<file path="src/rtl/ayatsuki_irq_ctrl_pkg.sv">
// Shared constants and types for the ayatsuki interrupt controller.
// Register offsets are word indices (byte address >> 2).
package ayatsuki_irq_ctrl_pkg;

    localparam int IRQ_NUM_DEF = 8;

    localparam int REG_PEND  = 0;
    localparam int REG_EN    = 1;
    localparam int REG_TRIG  = 2;
    localparam int REG_CLAIM = 3;

    typedef enum logic [1:0] {
        ST_IDLE = 2'd0,
        ST_REQ  = 2'd1,
        ST_SVC  = 2'd2
    } irq_st_e;

endpackage

</file>
<file path="src/rtl/ayatsuki_irq_ctrl_sync_edge.sv">
// Two-flop synchronizer for one raw interrupt line plus rising-edge detect.
// o_rise is high for one cycle after the synchronized level goes 0->1.
module ayatsuki_irq_ctrl_sync_edge (
    input  logic clk,
    input  logic rst,
    input  logic i_src,
    output logic o_level,
    output logic o_rise
);

    logic r_meta;
    logic r_sync;
    logic r_prev;

    always_ff @(posedge clk or posedge rst) begin
        if (rst) begin
            r_meta <= 1'b0;
            r_sync <= 1'b0;
            r_prev <= 1'b0;
        end else begin
            r_meta <= i_src;
            r_sync <= r_meta;
            r_prev <= r_sync;
        end
    end

    assign o_level = r_sync;
    assign o_rise  = r_sync & ~r_prev;

endmodule

</file>
<file path="src/rtl/ayatsuki_irq_ctrl.sv">
// Interrupt controller: pending/enable/trigger registers, fixed-priority
// grant, IDLE/REQ/SVC handshake with the core and a registered read port.
module ayatsuki_irq_ctrl
    import ayatsuki_irq_ctrl_pkg::*;
#(
    parameter int IRQ_NUM = IRQ_NUM_DEF,
    parameter int ADDR_W  = 4
) (
    input  logic               clk,
    input  logic               rst,
    input  logic [IRQ_NUM-1:0] src_i,
    output logic [IRQ_NUM-1:0] irq_req_o,
    input  logic               irq_ack_i,
    input  logic               irq_eoi_i,
    input  logic               reg_w_en_i,
    input  logic               reg_r_en_i,
    input  logic [ADDR_W-1:0]  reg_addr_i,
    input  logic [31:0]        reg_wdata_i,
    output logic [31:0]        reg_rdata_o
);

    localparam int ID_W = (IRQ_NUM > 1) ? $clog2(IRQ_NUM) : 1;

    logic [IRQ_NUM-1:0] w_level, w_rise;
    logic [IRQ_NUM-1:0] r_pend, r_en, r_trig, r_req;
    logic [IRQ_NUM-1:0] w_pend_nxt, w_req_nxt, w_elig;
    logic [IRQ_NUM-1:0] w_gnt_oh, w_w1c, w_ack_clr;
    logic [ID_W-1:0]    r_gid, w_gid_nxt, w_pick;
    irq_st_e            r_state, w_state_nxt;
    logic [ADDR_W-3:0]  w_word;
    logic               w_wr_pend, w_wr_en, w_wr_trig, w_wr_claim;
    logic               w_eoi, w_leave, w_svc_hold;
    logic [31:0]        w_rdata, r_rdata;
    logic               w_unused;

    for (genvar g = 0; g < IRQ_NUM; g++) begin : g_sync
        ayatsuki_irq_ctrl_sync_edge u_sync (
            .clk     (clk),
            .rst     (rst),
            .i_src   (src_i[g]),
            .o_level (w_level[g]),
            .o_rise  (w_rise[g])
        );
    end

    assign w_unused   = ^reg_addr_i[1:0];
    assign w_word     = reg_addr_i[ADDR_W-1:2];
    assign w_wr_pend  = reg_w_en_i && (w_word == (ADDR_W-2)'(REG_PEND));
    assign w_wr_en    = reg_w_en_i && (w_word == (ADDR_W-2)'(REG_EN));
    assign w_wr_trig  = reg_w_en_i && (w_word == (ADDR_W-2)'(REG_TRIG));
    assign w_wr_claim = reg_w_en_i && (w_word == (ADDR_W-2)'(REG_CLAIM));

    assign w_gnt_oh  = IRQ_NUM'(1) << r_gid;
    assign w_w1c     = w_wr_pend ? reg_wdata_i[IRQ_NUM-1:0] : '0;
    assign w_ack_clr = (r_state == ST_REQ && irq_ack_i) ? (w_gnt_oh & r_trig) : '0;
    // A protocol-error EOI coinciding with an ack is discarded.
    assign w_eoi     = irq_eoi_i & ~irq_ack_i;
    assign w_leave   = (r_state == ST_SVC) &&
                       (w_eoi || (w_wr_claim && reg_wdata_i == 32'(r_gid)));
    assign w_svc_hold = (r_state == ST_SVC) && !w_leave;
    assign w_elig    = r_pend & r_en;

    // Level bits freeze while in service and resume tracking on the EOI edge.
    always_comb begin
        w_pend_nxt = '0;
        for (int i = 0; i < IRQ_NUM; i++) begin
            if (r_trig[i])
                w_pend_nxt[i] = (r_pend[i] & ~w_w1c[i] & ~w_ack_clr[i]) | w_rise[i];
            else if (w_svc_hold && r_gid == ID_W'(i))
                w_pend_nxt[i] = r_pend[i] & ~w_w1c[i];
            else
                w_pend_nxt[i] = w_level[i];
        end
    end

    always_comb begin
        w_pick = '0;
        for (int i = IRQ_NUM - 1; i >= 0; i--)
            if (w_elig[i])
                w_pick = ID_W'(i);
    end

    always_comb begin
        w_state_nxt = r_state;
        w_gid_nxt   = r_gid;
        w_req_nxt   = '0;
        unique case (r_state)
            ST_IDLE: begin
                if (|w_elig) begin
                    w_state_nxt = ST_REQ;
                    w_gid_nxt   = w_pick;
                    w_req_nxt   = IRQ_NUM'(1) << w_pick;
                end
            end
            ST_REQ: begin
                w_req_nxt = r_req;
                if (irq_ack_i) begin
                    w_state_nxt = ST_SVC;
                    w_req_nxt   = '0;
                end else if (!(|(w_elig & w_gnt_oh))) begin
                    w_state_nxt = ST_IDLE;
                    w_req_nxt   = '0;
                end
            end
            ST_SVC: begin
                if (w_leave)
                    w_state_nxt = ST_IDLE;
            end
            default: w_state_nxt = ST_IDLE;
        endcase
    end

    always_comb begin
        w_rdata = '0;
        case (w_word)
            (ADDR_W-2)'(REG_PEND):  w_rdata = 32'(r_pend);
            (ADDR_W-2)'(REG_EN):    w_rdata = 32'(r_en);
            (ADDR_W-2)'(REG_TRIG):  w_rdata = 32'(r_trig);
            (ADDR_W-2)'(REG_CLAIM): w_rdata = (r_state == ST_SVC) ?
                                              {1'b1, 31'(r_gid)} : '0;
            default:                w_rdata = '0;
        endcase
    end

    always_ff @(posedge clk or posedge rst) begin
        if (rst) begin
            r_state <= ST_IDLE;
            r_gid   <= '0;
            r_req   <= '0;
            r_pend  <= '0;
            r_en    <= '0;
            r_trig  <= '0;
            r_rdata <= '0;
        end else begin
            r_state <= w_state_nxt;
            r_gid   <= w_gid_nxt;
            r_req   <= w_req_nxt;
            r_pend  <= w_pend_nxt;
            if (w_wr_en)
                r_en <= reg_wdata_i[IRQ_NUM-1:0];
            if (w_wr_trig)
                r_trig <= reg_wdata_i[IRQ_NUM-1:0];
            if (reg_r_en_i)
                r_rdata <= w_rdata;
        end
    end

    assign irq_req_o   = r_req;
    assign reg_rdata_o = r_rdata;

endmodule
</file>
<file path="config.mk">
export PLATFORM = sky130hd
export DESIGN_NAME = ayatsuki_irq_ctrl
export DESIGN_NICKNAME = d
export VERILOG_FILES = /design/src/rtl/ayatsuki_irq_ctrl_pkg.sv /design/src/rtl/ayatsuki_irq_ctrl_sync_edge.sv /design/src/rtl/ayatsuki_irq_ctrl.sv
export SDC_FILE = /design/constraint.sdc
export NUM_CORES = 1
export LEC_CHECK = 0
export ABC_AREA = 1
export BUFFER_PORTS_ARGS = -buffer_cell sky130_fd_sc_hd__clkbuf_2
export CELL_PAD_IN_SITES_DETAIL_PLACEMENT = 0
export CELL_PAD_IN_SITES_GLOBAL_PLACEMENT = 1
export CORE_ASPECT_RATIO = 1.4
export CORE_MARGIN = 2
export CORE_UTILIZATION = 35
export CTS_CLUSTER_SIZE = 12
export DETAILED_ROUTE_END_ITERATION = 10
export MAX_ROUTING_LAYER = met4
export PLACE_DENSITY_LB_ADDON = 0.1
export SETUP_SLACK_MARGIN = 0.05
export SLEW_MARGIN = 10
export SYNTH_ARGS = -nofsm -noshare
export SYNTH_HDL_FRONTEND = slang
export SYNTH_SLANG_ARGS = --single-unit
</file>
<file path="constraint.sdc">
create_clock -name clk -period 2.9 [get_ports clk]
set_clock_uncertainty 0.15 [all_clocks]
set_input_delay 0 -clock clk [delete_from_list [all_inputs] [get_ports clk]]
set_output_delay 0 -clock clk [all_outputs]
set_load 0.05 [all_outputs]
</file>
# Yosys cells after proc, flatten, opt, wreduce, memory -nomap -nowiden
# Index checks and enable logic that the tools add are counted.
dict set report classes {
  eq_ne 16
  shift 2
  mux 37
  n_reduce_logical 25
  bitwise 61
}
# op n
set op_table {}
lappend op_table {{case mux 32 bit (4 select lines)} 1}
lappend op_table {{2-to-1 mux 8 bit} 5}
lappend op_table {{== test 32 x 3 -> 1 bit} 1}
lappend op_table {{2-to-1 mux 32 bit} 1}
lappend op_table {{bitwise AND 1 bit} 25}
lappend op_table {{inverter 1 bit} 25}
lappend op_table {{bitwise AND 8 bit} 3}
lappend op_table {{2-to-1 mux 3 bit} 8}
lappend op_table {{logical AND 1 bit} 16}
lappend op_table {{2-to-1 mux 1 bit} 16}
lappend op_table {{case mux 8 bit (2 select lines)} 1}
lappend op_table {{OR reduction 8 bit} 2}
lappend op_table {{left shift 1 x 3 -> 8 bit, first input constant} 2}
lappend op_table {{== test 3 bit, second input constant} 4}
lappend op_table {{2-to-1 mux 2 bit} 4}
lappend op_table {{OR 1 bit} 8}
lappend op_table {{== test 2 bit, second input constant} 3}
lappend op_table {{== test 3 x 2 -> 1 bit, second input constant} 2}
lappend op_table {{case mux 2 bit (3 select lines)} 1}
lappend op_table {{== test 2 x 1 -> 1 bit, second input constant} 2}
lappend op_table {{logical NOT 2 bit} 2}
lappend op_table {{inequality test 2 bit, second input constant} 2}
lappend op_table {{== test 3 x 1 -> 1 bit, second input constant} 1}
lappend op_table {{logical NOT 3 bit} 1}
lappend op_table {{other kinds (5)} 5}
dict set report word_totals {
  inputBits 50
  reg_bits 93
  output_inout_bits 40
}

# Longest topological paths before layout
dict set report logic_depth {
  ltp_word 12
  mapped_depth 13
}

# By module
# Synthesis repeated with hierarchy kept, for this count alone.
dict set report hier_totals {
  hier_cells 456
  area_unflattened_um2 3602.2
}
# mod seq_area_each_um2 n_inst area_each_um2 cells_per_inst
set by_module_without_submodules {}
lappend by_module_without_submodules {ayatsuki_irq_ctrl 1151.1 1 2891.5 408}
lappend by_module_without_submodules {ayatsuki_irq_ctrl_sync_edge 75.1 8 88.8 6}

# Worst setup path before layout
# OpenSTA, ideal clock, no wires.
dict set report synth_timing {
  kind {flip-flop to flip-flop}
  from {register r_gid[1]}
  to {register r_pend[7]}
  setup_time_ps 117
  path_slack_ps 1398
  arrival_time_ps 1234
  path_stages_with_launch 13
  path_cell_list {dfrtp_1 -> inv_2 -> nand2_2 -> nand2_1 -> nor2_2 -> nand2_2 -> nor2_4 -> nand2_4 -> buf_6 -> nand3_2 -> nand2_1 -> nand3_1 -> nand2_1}
}
dict set report synth_between {
  elab_chain_cells 9
  word_cells_on_any_way 16
  cone_classes {2 x eq/ne; 1 x shift; 3 x mux; 4 x bitwise; 6 x reduce/logical}
}
# element line
set synth_lines {}
lappend synth_lines {{start: declaration} ayatsuki_irq_ctrl.sv:28} ;# logic [ID_W-1:0] r_gid, w_gid_nxt, w_pick;
lappend synth_lines {{start signal: assignment} ayatsuki_irq_ctrl.sv:136} ;# r_gid <= w_gid_nxt;
lappend synth_lines {{== test 32 x 3 -> 1 bit} ayatsuki_irq_ctrl.sv:59} ;# (w_eoi || (w_wr_claim && reg_wdata_i == 32'(r_gid)));
lappend synth_lines {{logical AND 1 bit} ayatsuki_irq_ctrl.sv:59}
lappend synth_lines {{logical OR 1 bit} ayatsuki_irq_ctrl.sv:59}
lappend synth_lines {{logical AND 1 bit} ayatsuki_irq_ctrl.sv:58} ;# assign w_leave = (r_state == ST_SVC) &&
lappend synth_lines {{logical NOT 1 bit} ayatsuki_irq_ctrl.sv:60} ;# assign w_svc_hold = (r_state == ST_SVC) && !w_leave;
lappend synth_lines {{logical AND 1 bit} ayatsuki_irq_ctrl.sv:60}
lappend synth_lines {{logical AND 1 bit} ayatsuki_irq_ctrl.sv:69} ;# else if (w_svc_hold && r_gid == ID_W'(i))
lappend synth_lines {{2-to-1 mux 1 bit} ayatsuki_irq_ctrl.sv:69}
lappend synth_lines {{2-to-1 mux 1 bit (*)} ayatsuki_irq_ctrl.sv:67} ;# if (r_trig[i])
lappend synth_lines {{named net w_pend_nxt[7]} ayatsuki_irq_ctrl.sv:26} ;# logic [IRQ_NUM-1:0] w_pend_nxt, w_req_nxt, w_elig;
lappend synth_lines {{end signal: assignment} ayatsuki_irq_ctrl.sv:138} ;# r_pend <= w_pend_nxt;
lappend synth_lines {{end: declaration} ayatsuki_irq_ctrl.sv:25} ;# logic [IRQ_NUM-1:0] r_pend, r_en, r_trig, r_req;
# The timed path passes the listed nets; every way through them passes the cells marked *.
# A chain may end at the register's enable or synchronous reset.

# Worst setup path in the final report
dict set report layout_timing {
  from {register r_state[0]}
  to {register r_pend[2]}
}
dict set report layout_between {
  elab_chain_cells 7
  word_cells_on_any_way 13
  cone_classes {2 x eq/ne; 3 x mux; 3 x bitwise; 5 x reduce/logical}
}
# element line
set layout_lines {}
lappend layout_lines {{start: declaration} ayatsuki_irq_ctrl.sv:29} ;# irq_st_e r_state, w_state_nxt;
lappend layout_lines {{start signal: assignment} ayatsuki_irq_ctrl.sv:135} ;# r_state <= w_state_nxt;
lappend layout_lines {{== test 2 x 1 -> 1 bit or == test 2 bit (tied branches)} {ayatsuki_irq_ctrl.sv:55, ayatsuki_irq_ctrl.sv:58, ayatsuki_irq_ctrl.sv:60}}
lappend layout_lines {{logical AND 1 bit, on equally long branches} {ayatsuki_irq_ctrl.sv:55, ayatsuki_irq_ctrl.sv:58}}
lappend layout_lines {{2-to-1 mux 8 bit or logical NOT 1 bit (tied branches)} {ayatsuki_irq_ctrl.sv:55, ayatsuki_irq_ctrl.sv:60}}
lappend layout_lines {{inverter 1 bit or logical AND 1 bit (tied branches)} {ayatsuki_irq_ctrl.sv:68, ayatsuki_irq_ctrl.sv:60}}
lappend layout_lines {{bitwise AND 1 bit or logical AND 1 bit (tied branches)} {ayatsuki_irq_ctrl.sv:68, ayatsuki_irq_ctrl.sv:69}}
lappend layout_lines {{OR 1 bit or 2-to-1 mux 1 bit (tied branches)} {ayatsuki_irq_ctrl.sv:68, ayatsuki_irq_ctrl.sv:69}}
lappend layout_lines {{2-to-1 mux 1 bit (*)} ayatsuki_irq_ctrl.sv:67}
lappend layout_lines {{named net w_pend_nxt[2]} ayatsuki_irq_ctrl.sv:26}
# Marked as above.

==> results.toml <==
[routing]
num_vias = 2972
wl_met2_um = 4190
met1_length_um = 3740
viasPerCell = 4.61
dr.max_layer_used = "met4"
drt_first_pass_iters = 4
ant_nets = 0
wl_um = 8440
routedWlPerCell_um = 13.1
drt-initial-drc-count = 169
route.detailed.drc = 0
wl_met3_um = 423

[finish]
nNetsFinal = 558
fill_cells = 960
syn_to_final_growth_pct = 26.2
layout-drive-gt1-share_pct = 19.1
diodes = 0
layout.cells.non_filler = 645

[outcome]
status = "completed"

[sta]
setup_tns_ns = 0
finalHoldViolCount = 0
slew_headroom_pct = 36.4
clock.fmax_ghz = 0.533
setup_violations = 0
fin_crit_ns = 1.87
rsz0062_at_grt = "no"
worstMarginPinSlew_ns = 0.947
timing.final.crit_share_pct = 64.6
slew_violations = 0

[logic_synthesis]
ys_warn_count = 0
ys_top_cells_by_count = "nand2_1 (102), dfrtp_1 (70), inv_1 (46)"
synth.avg_cell_area_um2 = 8.18
synth.top_cell.area_share_pct = 51.0
synth_most_common_cell = "nand2_1"
seq_area_frac_synth_pct = 51.0
syn_inst = 420
synthDistinctLibCells = 30
synth_ff_type = "dfrtp_1"
netlist_area_um2 = 3430
async_flop_share_pct = 100
synthTopCellsByArea = "dfrtp_1 (51%), nand2_1 (11%), nand3_1 (5.4%)"
synth-seq-cells = 70
synth_edf_count = 0
synth_largest_area_cell = "dfrtp_1"

[critical_path]
cp-startpoint = "r_state[0]$_DFFE_PP0P_"
reg2reg_depth = 6
crit_arrival_ns = 1.95
end_kind = "register"
r2r_slack_ns = 1.03
regToRegEndpoint = "r_pend[2]$_DFF_PP0_"
worstSetupPathType = "register to register"
rr_startpoint = "r_state[0]$_DFFE_PP0P_"
start_kind = "register"
worstPathRequired_ns = 2.97
worst-path-max-fanout = 17

[floorplan]
io_pins = 90
rows = 42
core_area_um2 = 9510
die_area_um2 = 10600
die_w_um = 87.7
start_util_pct = 36.1
die_h_um = 121

[power]
leakage_nw = 2.25
powerDensity_nw_per_um2 = 772
vdd_drop_max_mv = 0.314
power_mw = 3.34

[min_path]
hold_depth = 3
min_path_type = "input pin to register"
hp-start = "reg_w_en_i"
min_to = "r_en[1]$_DFFE_PP0P_"

[run]
cap_violations = 0

[global_routing]
grt_max_degree = 39
grt_overflow = 0
grt_pass1_wl_um = 14300
antenna_found_initial = 0
gr-usage-all-layers_pct = 18.4
grt_pass1_vias = 2942

[placed_design]
routabilityCongestion = 0.824
place_inst = 609
port_buffers = 64
dpl.hpwl_um = 6260

[clocking]
cts_tree = "done"
cts_max_path_buffers = 2
cts_root_buf = "clkbuf_16"
cts.sinks = 70
htree_num_levels = 3
clock_latency_ns = 0.33
path_clk_slew_ns = 0.06
numCtsBuffers = 9
## flip-flops by register name, summed over array words and instances (netlist names)
| name | flops |
|---|---|
| g_sync.u_sync.r_meta | 8 |
| r_en | 8 |
| reg_rdata_o | 9 |
| r_state | 2 |
| g_sync.u_sync.o_level | 8 |
| g_sync.u_sync.r_prev | 8 |
| r_pend | 8 |
| irq_req_o | 8 |
| r_trig | 8 |
| r_gid | 3 |
## kinds of logic (layout without fill, tap and decap cells)
group / Yosys count / in the layout / share of synthesized area (%)
compound gates: 61 / 61 / 10.3
simple gates: 208 / 208 / 26.8
xor+xnor: 1 / 1 / 0.255
other cells: 1 / 23 / 0.109
flops: 70 / 70 / 51.0
buf+inv: 79 / 150 / 11.6
## per-layer routing
layer / vias to the layer above / track usage, %
met4: 0 / 5.77
met2: 94 / 29.5
met3: 5 / 4.15
li1: 1501 / -
met5: - / -
met1: 1372 / 23.0
## power by group
| group | internal (mW) | switching, mW | leakage, nW |
|---|---|---|---|
| clock | 0.772 | 0.410 | 0.154 |
| sequential | 1.12 | 0.125 | 0.864 |
| combinational | 0.244 | 0.668 | 1.23 |
| total | 2.14 | 1.20 | 2.25 |
## per-stage QoR
stage          hold slack [ns]  util (%)  instance area [um2]  worst slack (ns)
2_1_floorplan           -0.119         -                 3520             0.982
3_3_place_gp           -0.0420      40.0                 3810              1.05
3_5_place_dp           -0.0404      40.0                 3810              1.04
4_1_cts                 0.0367      45.6                 4330              1.02
5_1_grt                 0.0653      45.6                 4330             0.803
6_report                0.0332      45.6                 4330              1.03
## layout by cell type (no fill, tap or decap)
master / count
clkbuf_2: 64
clkinvlp_4: 2
nand2_4: 1
or2_1: 1
xnor2_1: 1
o22ai_1: 8
inv_2: 4
clkbuf_16: 9
nand4_2: 1
nand3_1: 37
nor3_1: 1
nor3_2: 1
inv_1: 45
nand4_1: 9
nor2_1: 45
conb_1: 23
o21ai_1: 6
o21ai_0: 34
a21oi_2: 1
nand3_2: 1
dlygate4sd3_1: 20
a21oi_1: 3
a221oi_1: 8
and2_0: 1
nor2_2: 2
buf_12: 1
bufinv_16: 2
clkinv_2: 2
nand2_2: 3
dfrtp_1: 70
clkbuf_8: 1
nor2_4: 3
o22a_1: 1
nand2_1: 102
## worst max-delay path, cell delays in order (launching register included)
cell     delay [ns]
dfrtp_1        0.38
inv_1          0.09
nand2_1        0.11
a21oi_2        0.65
nand4_1        0.20
nand3_1        0.13
nand2_1        0.06
## worst max-delay path by stage
| stage | endpoint | slack, ns | cells past startpoint |
|---|---|---|---|
| after global placement | r_pend[0]$_DFF_PP0_ | 1.05 | 6 |
| after detailed placement | r_pend[2]$_DFF_PP0_ | 1.04 | 6 |
| after global routing | r_pend[5]$_DFF_PP0_ | 0.80 | 6 |
| after floorplan | g_sync[0].u_sync.o_level$_DFF_PP0_ | 0.98 | 1 |
| final | r_pend[2]$_DFF_PP0_ | 1.03 | 6 |
| after CTS | r_pend[5]$_DFF_PP0_ | 1.02 | 6 |
## cell type report
class	count	area [um2]	share of cell area (%)
well taps	132	165	3.81
clock inverters	6	85.1	1.96
inverters	49	184	4.24
flip-flops and latches	70	1750	40.4
clock buffers	10	239	5.52
repair buffers	85	541	12.5
multi-input cells	293	1370	31.6
## what timing repair did
action | CTS | global route
hold endpoints to repair | 69 | 0
endpoints found under the setup margin | 0 | 0
setup buffers | 0 | 0
gates resized for setup | 0 | 0
hold buffers | 20 | 0
Power figures use the tool's default switching activity.
